File: src/rtl/network_exit_sink.sv
// Exit-gate receiver: checks the destination against (GATE_X, GATE_Y), buffers packets in a FIFO,
// returns credits and keeps statistics. Define NETWORK_EXIT_SINK_DROP_EN to discard misrouted packets.
module network_exit_sink #(
    parameter int CHANNEL_WIDTH = 64,
    parameter int X_ADDR        = 3,
    parameter int Y_ADDR        = 3,
    parameter int GATE_X        = 1,
    parameter int GATE_Y        = 1,
    parameter int FIFO_DEPTH    = 4
) (
    input  logic                     clk,
    input  logic                     reset,
    input  logic [CHANNEL_WIDTH-1:0] channel_din,
    input  logic                     done_strobe_din,
    output logic                     credit_out_dout,
    output logic [CHANNEL_WIDTH-1:0] pkt_dout,
    output logic                     pkt_valid_dout,
    input  logic                     pkt_ready_din,
    output logic [31:0]              packet_count_dout,
    output logic [15:0]              misroute_count_dout,
    output logic [31:0]              last_serial_dout,
    output logic                     overflow_dout
);
    localparam int PTR_W = $clog2(FIFO_DEPTH);
    localparam int CNT_W = PTR_W + 1;
    localparam logic [PTR_W-1:0]  PTR_ONE  = PTR_W'(1);
    localparam logic [CNT_W-1:0]  CNT_ONE  = CNT_W'(1);
    localparam logic [CNT_W-1:0]  CNT_ZERO = CNT_W'(0);
    localparam logic [CNT_W-1:0]  FULL_OCC = CNT_W'(FIFO_DEPTH);
    localparam logic [X_ADDR-1:0] MY_X     = X_ADDR'(GATE_X);
    localparam logic [Y_ADDR-1:0] MY_Y     = Y_ADDR'(GATE_Y);

    logic [CHANNEL_WIDTH-1:0] mem_r [FIFO_DEPTH];
    logic [PTR_W-1:0]         wr_ptr_r;
    logic [PTR_W-1:0]         rd_ptr_r;
    logic [CNT_W-1:0]         occ_r;
    logic [CNT_W-1:0]         pending_r;
    logic                     credit_r;
    logic [31:0]              packet_count_r;
    logic [15:0]              misroute_count_r;
    logic [31:0]              last_serial_r;
    logic                     overflow_r;

    logic [X_ADDR-1:0] dest_x_s;
    logic [Y_ADDR-1:0] dest_y_s;
    logic              misroute_s;
    logic              drop_s;
    logic              valid_s;
    logic              full_s;
    logic              pop_s;
    logic              push_s;
    logic              reject_s;
    logic              credit_next_s;
    logic [CNT_W-1:0]  occ_next_s;
    logic [CNT_W-1:0]  credit_sum_s;
    logic [CNT_W-1:0]  pending_next_s;
    logic [31:0]       packet_count_next_s;
    logic [15:0]       misroute_count_next_s;

    assign dest_x_s   = channel_din[CHANNEL_WIDTH-1 -: X_ADDR];
    assign dest_y_s   = channel_din[CHANNEL_WIDTH-1-X_ADDR -: Y_ADDR];
    assign misroute_s = (dest_x_s != MY_X) || (dest_y_s != MY_Y);

`ifdef NETWORK_EXIT_SINK_DROP_EN
    assign drop_s = done_strobe_din & misroute_s;
`else
    assign drop_s = 1'b0;
`endif

    // Push/pop qualification, occupancy, pending credits and saturating statistics
    always_comb begin
        valid_s  = (occ_r != CNT_ZERO);
        full_s   = (occ_r == FULL_OCC);
        pop_s    = valid_s & pkt_ready_din;
        push_s   = done_strobe_din & ~drop_s & (~full_s | pop_s);
        reject_s = done_strobe_din & ~drop_s & full_s & ~pop_s;

        occ_next_s = occ_r;
        if (push_s && !pop_s) begin
            occ_next_s = occ_r + CNT_ONE;
        end else if (pop_s && !push_s) begin
            occ_next_s = occ_r - CNT_ONE;
        end else begin
            occ_next_s = occ_r;
        end

        // a pop and a drop in the same cycle both free a slot, so the sum can step by two
        credit_sum_s = pending_r + CNT_W'(pop_s) + CNT_W'(drop_s);
        if (credit_sum_s != CNT_ZERO) begin
            credit_next_s  = 1'b1;
            pending_next_s = credit_sum_s - CNT_ONE;
        end else begin
            credit_next_s  = 1'b0;
            pending_next_s = credit_sum_s;
        end

        packet_count_next_s = packet_count_r;
        if (done_strobe_din && (packet_count_r != 32'hFFFF_FFFF)) begin
            packet_count_next_s = packet_count_r + 32'd1;
        end else begin
            packet_count_next_s = packet_count_r;
        end

        misroute_count_next_s = misroute_count_r;
        if (done_strobe_din && misroute_s && (misroute_count_r != 16'hFFFF)) begin
            misroute_count_next_s = misroute_count_r + 16'd1;
        end else begin
            misroute_count_next_s = misroute_count_r;
        end
    end

    // Control, credit and statistics registers
    always_ff @(posedge clk) begin
        if (reset) begin
            wr_ptr_r         <= '0;
            rd_ptr_r         <= '0;
            occ_r            <= '0;
            pending_r        <= '0;
            credit_r         <= 1'b0;
            packet_count_r   <= 32'd0;
            misroute_count_r <= 16'd0;
            last_serial_r    <= 32'd0;
            overflow_r       <= 1'b0;
        end else begin
            if (push_s) begin
                wr_ptr_r <= wr_ptr_r + PTR_ONE;
            end
            if (pop_s) begin
                rd_ptr_r <= rd_ptr_r + PTR_ONE;
            end
            occ_r            <= occ_next_s;
            pending_r        <= pending_next_s;
            credit_r         <= credit_next_s;
            packet_count_r   <= packet_count_next_s;
            misroute_count_r <= misroute_count_next_s;
            if (done_strobe_din) begin
                last_serial_r <= channel_din[31:0];
            end
            if (reject_s) begin
                overflow_r <= 1'b1;
            end
        end
    end

    // Packet storage; stale words are unreachable once the pointers are cleared
    always_ff @(posedge clk) begin
        if (push_s) begin
            mem_r[wr_ptr_r] <= channel_din;
        end
    end

    assign pkt_valid_dout      = valid_s;
    assign pkt_dout            = valid_s ? mem_r[rd_ptr_r] : '0;
    assign credit_out_dout     = credit_r;
    assign packet_count_dout   = packet_count_r;
    assign misroute_count_dout = misroute_count_r;
    assign last_serial_dout    = last_serial_r;
    assign overflow_dout       = overflow_r;
endmodule

File: config.mk
export PLATFORM = sky130hd
export DESIGN_NAME = network_exit_sink
export DESIGN_NICKNAME = d
export VERILOG_FILES = /design/src/rtl/network_exit_sink.sv
export SDC_FILE = /design/constraint.sdc
export NUM_CORES = 1
export LEC_CHECK = 0
export ABC_AREA = 1
export BUFFER_PORTS_ARGS = -buffer_cell sky130_fd_sc_hd__buf_2
export CAP_MARGIN = 20
export CORE_MARGIN = 5
export CORE_UTILIZATION = 33
export DETAILED_ROUTE_END_ITERATION = 6
export GPL_TIMING_DRIVEN = 1
export PLACE_DENSITY = 0.57
export SLEW_MARGIN = 40
export SYNTH_ARGS = -nofsm -noshare
export SYNTH_HDL_FRONTEND = slang
export SYNTH_SLANG_ARGS = --single-unit
export TNS_END_PERCENT = 50
File: constraint.sdc
create_clock -name clk -period 4.9 [get_ports clk]
set_input_delay 0.245 -clock clk [delete_from_list [all_inputs] [get_ports clk]]
set_output_delay 0.245 -clock clk [all_outputs]
set_load 0.05 [all_outputs]
==> impl_metrics.csv <==
group,metric,value,unit
outcome,run_status,"complete, no violations",
synth,commonest_register_cell_after_synthesis,"sky130_fd_sc_hd__edfxtp_1",
sta,fin_worst_skew,0.009454,ns
final_layout,finish.instance_area,18210,um^2
sta,final-max-slew-violation-count,0,
final_layout,area_delta_synth_final,25.62,%
power,power-per-cell-area,538.1,nW/um^2
clocking,post_cts_resized,0,
global_routing,global_route.overflow_total,0,
floorplanning,die_area,48220,um^2
worst_setup_path,setup.worst_path.start_class,"flop",
global_routing,initial_antenna_violation_count,1,
clocking,clockRootBuffer,"sky130_fd_sc_hd__clkbuf_16",
power,ir_worst_vdd,0.2824,mV
synth,synthCells,1432,
sta,finalSetupTns,0,ns
clocking,register_clock_pin_slew_on_the_reported_worst_setup_and_hold_paths,0.06,ns
worst_setup_path,worstSetupPathType,"reg2out",
clocking,numCtsBuffers,40,
synth,avgSynthCellArea,10.12,um^2
floorplanning,ioPinCount,215,
clocking,cts_max_level,2,
global_routing,grt_pass1_wl,59480,um
clocking,clock_latency,0.54,ns
routing,drt-vias-per-instance,4.733,
routing,routedLengthMet1,17270,um
final_layout,layout-drive-gt1-share,19.70,%
worst_setup_path,crit_path_slowest_cell,"sky130_fd_sc_hd__dfxtp_4",
sta,achievable-frequency,314.0,MHz
sta,finalHoldViolations,0,
routing,route.vias.total,10940,
worst_setup_path,timing.critical_path.required,4.66,ns
sta,worstMarginPinSlew,0.6959,ns
worst_setup_path,cpPeakStageDelay,0.66,ns
synth,yosys_register_bits,350,
placement,place.detailed.hpwl,24380,um
hold_path,worstHoldPathType,"in2reg",
synth,syn_std_cell_area,14500,um^2
floorplanning,core_area,43270,um^2
floorplanning,die_height,219.6,um
synth,yosys_warns,0,
synth,synth.lib_cells_used.distinct,34,
routing,routed-wl-met3,2447,um
placement,gpl.final_weighted_congestion,0.8244,
worst_setup_path,worst-endpoint-arrival,2.94,ns
global_routing,global_route_usage_over_all_layers,15.64,%
floorplanning,core.rowCount,76,
synth,synth-edff-count,256,
sta,layout_min_cycle_time,3.184,ns
routing,detail-route-antenna-nets,0,
floorplanning,initial_core_util,33.51,%
synth,yosysSeqAreaShare,66.01,%
sta,setup_viol_count_final,0,
routing,drt_iter0_markers,612,
routing,drt-wirelength-per-cell,16.68,um
routing,route.met2.wl,17980,um
sta,grt_setup_unrepaired,"false",
routing,top_layer,"met5",
global_routing,largest_net_degree_at_the_start_of_global_routing,85,
flow_run,drv_cap,0,
hold_path,hold_path.startpoint,"channel_din[4]",
worst_setup_path,timing.critical_path.cells,"clkinv_2 > buf_4 > o21ai_0 > a21oi_1 > buf_2",
routing,final_routed_wirelength_across_all_metal_layers,38560,um
clocking,tritoncts,"yes",
placement,buffer_ports.inserted,214,
global_routing,first_global_vias,10690,
floorplanning,die_w,219.6,um
clocking,clk_path_buf_depth,3,
worst_setup_path,endpoint_kind,"primary output",
synth,synthArstFlopShare,0,%
worst_setup_path,worst_r2r_startpoint,"occ_r[0]",
final_layout,layout.nets,1779,
synth,synth.net_count,1513,
clocking,tritoncts_num_sinks,350,
routing,detail_route.drc_violations,0,
worst_setup_path,crit_path_max_fanout,58,
sta,slew_headroom,53.61,%
power,power_leakage,6.940,nW
placement,placedInstanceArea,16210,um^2
sta,final.period_utilization,64.99,%
routing,drt_first_pass_iters,5,
flip-flops by register name, indices dropped and copies added (netlist names), named ones only:
register	count
occ_r	3
packet_count_dout	32
overflow_dout	1
misroute_count_dout	16
last_serial_dout	32
credit_out_dout	1
rd_ptr_r	2
mem_r	256
wr_ptr_r	2
pending_r	3
synthesized netlist by cell type, types with 7 or more instances:
cell type / number / share of area [%]
sky130_fd_sc_hd__clkbuf_1: 35 / 0.91
sky130_fd_sc_hd__nand3_2: 12 / 0.83
sky130_fd_sc_hd__nor2_2: 7 / 0.30
sky130_fd_sc_hd__buf_1: 15 / 0.39
sky130_fd_sc_hd__inv_1: 49 / 1.3
sky130_fd_sc_hd__a21oi_1: 108 / 3.7
sky130_fd_sc_hd__o21ai_0: 168 / 5.8
sky130_fd_sc_hd__nor3_1: 8 / 0.28
sky130_fd_sc_hd__nand2_2: 7 / 0.30
sky130_fd_sc_hd__nand2_1: 117 / 3.0
sky130_fd_sc_hd__dfxtp_1: 94 / 13
sky130_fd_sc_hd__nand3_1: 43 / 1.5
sky130_fd_sc_hd__buf_2: 16 / 0.55
sky130_fd_sc_hd__nand4_1: 8 / 0.35
sky130_fd_sc_hd__nor2_1: 440 / 11
sky130_fd_sc_hd__edfxtp_1: 256 / 53
sky130_fd_sc_hd__ha_1: 12 / 1.0
area by class of cell:
| type | instances | area [um^2] |
|---|---|---|
| inverters | 53 | 200.2 |
| diodes | 1 | 2.502 |
| clock inverters | 21 | 219.0 |
| repair buffers | 296 | 1948 |
| multi-input cells | 957 | 4427 |
| flip-flops and latches | 350 | 9577 |
| clock buffers | 49 | 1107 |
| fillers | 4084 | 25050 |
| well taps | 585 | 732.0 |
cell usage in the layout, fill, tap and decap left out, drive strengths merged:
cell         Yosys  layout
o21ai          171     171
ha              12      12
nand4            8       8
xnor2            2       2
inv             52      54
nor3             8       8
nand2          126     126
bufinv           0       4
clkinv           1      15
clkbuf          36      49
xor2             4       4
clkinvlp         0       1
nand3b           3       3
o21a             1       1
diode            0       1
dlygate4sd3      0      61
buf             36     235
nor4             1       1
and2             2       2
a31oi            2       2
fa               1       1
a21oi          109     109
nor2           452     452
dfxtp           94      94
edfxtp         256     256
nand3           55      55
per-layer routing:
| layer | up-vias | global-route usage (%) |
|---|---|---|
| li1 | 5415 | - |
| met1 | 5194 | 20.53 |
| met2 | 276 | 25.64 |
| met3 | 55 | 4.204 |
| met4 | 2 | 4.452 |
| met5 | - | 0 |
worst paths after layout:
check	end	slack (ns)	cells past startpoint
worst max-delay path	pkt_dout[2]	1.72	5
worst min-delay path	mem_r[0][4]	0.05	1
worst max register to register	mem_r[1][8]	2.54	7
worst min register to register	flop	0.46	2
timing repair:
item                                    in CTS  in global routing
endpoints found under the setup margin       0                  0
endpoints found under the hold margin      265                  0
hold buffers                                61                  0
buffers inserted                             0                  0
cells by family (layout without fill, tap and decap cells):
logic type | after synthesis | after routing | synth area share [%]
AND/OR/NAND/NOR | 655 | 655 | 18.87
flip-flops | 350 | 350 | 66.00
AO/OA/AOI/OAI | 283 | 283 | 9.882
buffers and inverters | 125 | 419 | 3.702
adder cells (fa/ha/maj) | 13 | 13 | 1.174
XOR/XNOR | 6 | 6 | 0.3625
other | 0 | 1 | 0
metrics by stage:
step | setup WS (ns) | instances | power (W) | hold slack (ns) | util (%)
6_report | 1.716 | 2312 | 0.009799 | 0.05308 | 42.09
5_1_grt | 1.507 | 2311 | 0.01028 | 0.02210 | 42.09
4_1_cts | 1.405 | 2308 | 0.009910 | 0.01493 | 41.93
3_5_place_dp | 2.013 | 2177 | 0.006829 | 0.4462 | 37.46
3_3_place_gp | 2.091 | 2174 | 0.006795 | 0.4438 | 37.28
2_1_floorplan | 1.035 | 1432 | 0.005947 | 0.3141 | -
where the power goes:
| group | switching, W | total [W] | internal, W | leakage, nW |
|---|---|---|---|---|
| logic | 0.00256 | 0.00327 | 0.000713 | 3.17 |
| registers | 0.000112 | 0.00353 | 0.00342 | 3.12 |
| clock network | 0.00118 | 0.00300 | 0.00182 | 0.651 |
critical path: cells and delay by family (launching register included):
| kind | cells | cell delay, ns |
|---|---|---|
| AO/OA/AOI/OAI | 2 | 0.54 |
| flip-flops | 1 | 0.66 |
| buffers and inverters | 3 | 1.16 |
No activity file was read; power rests on OpenSTA's default activity.
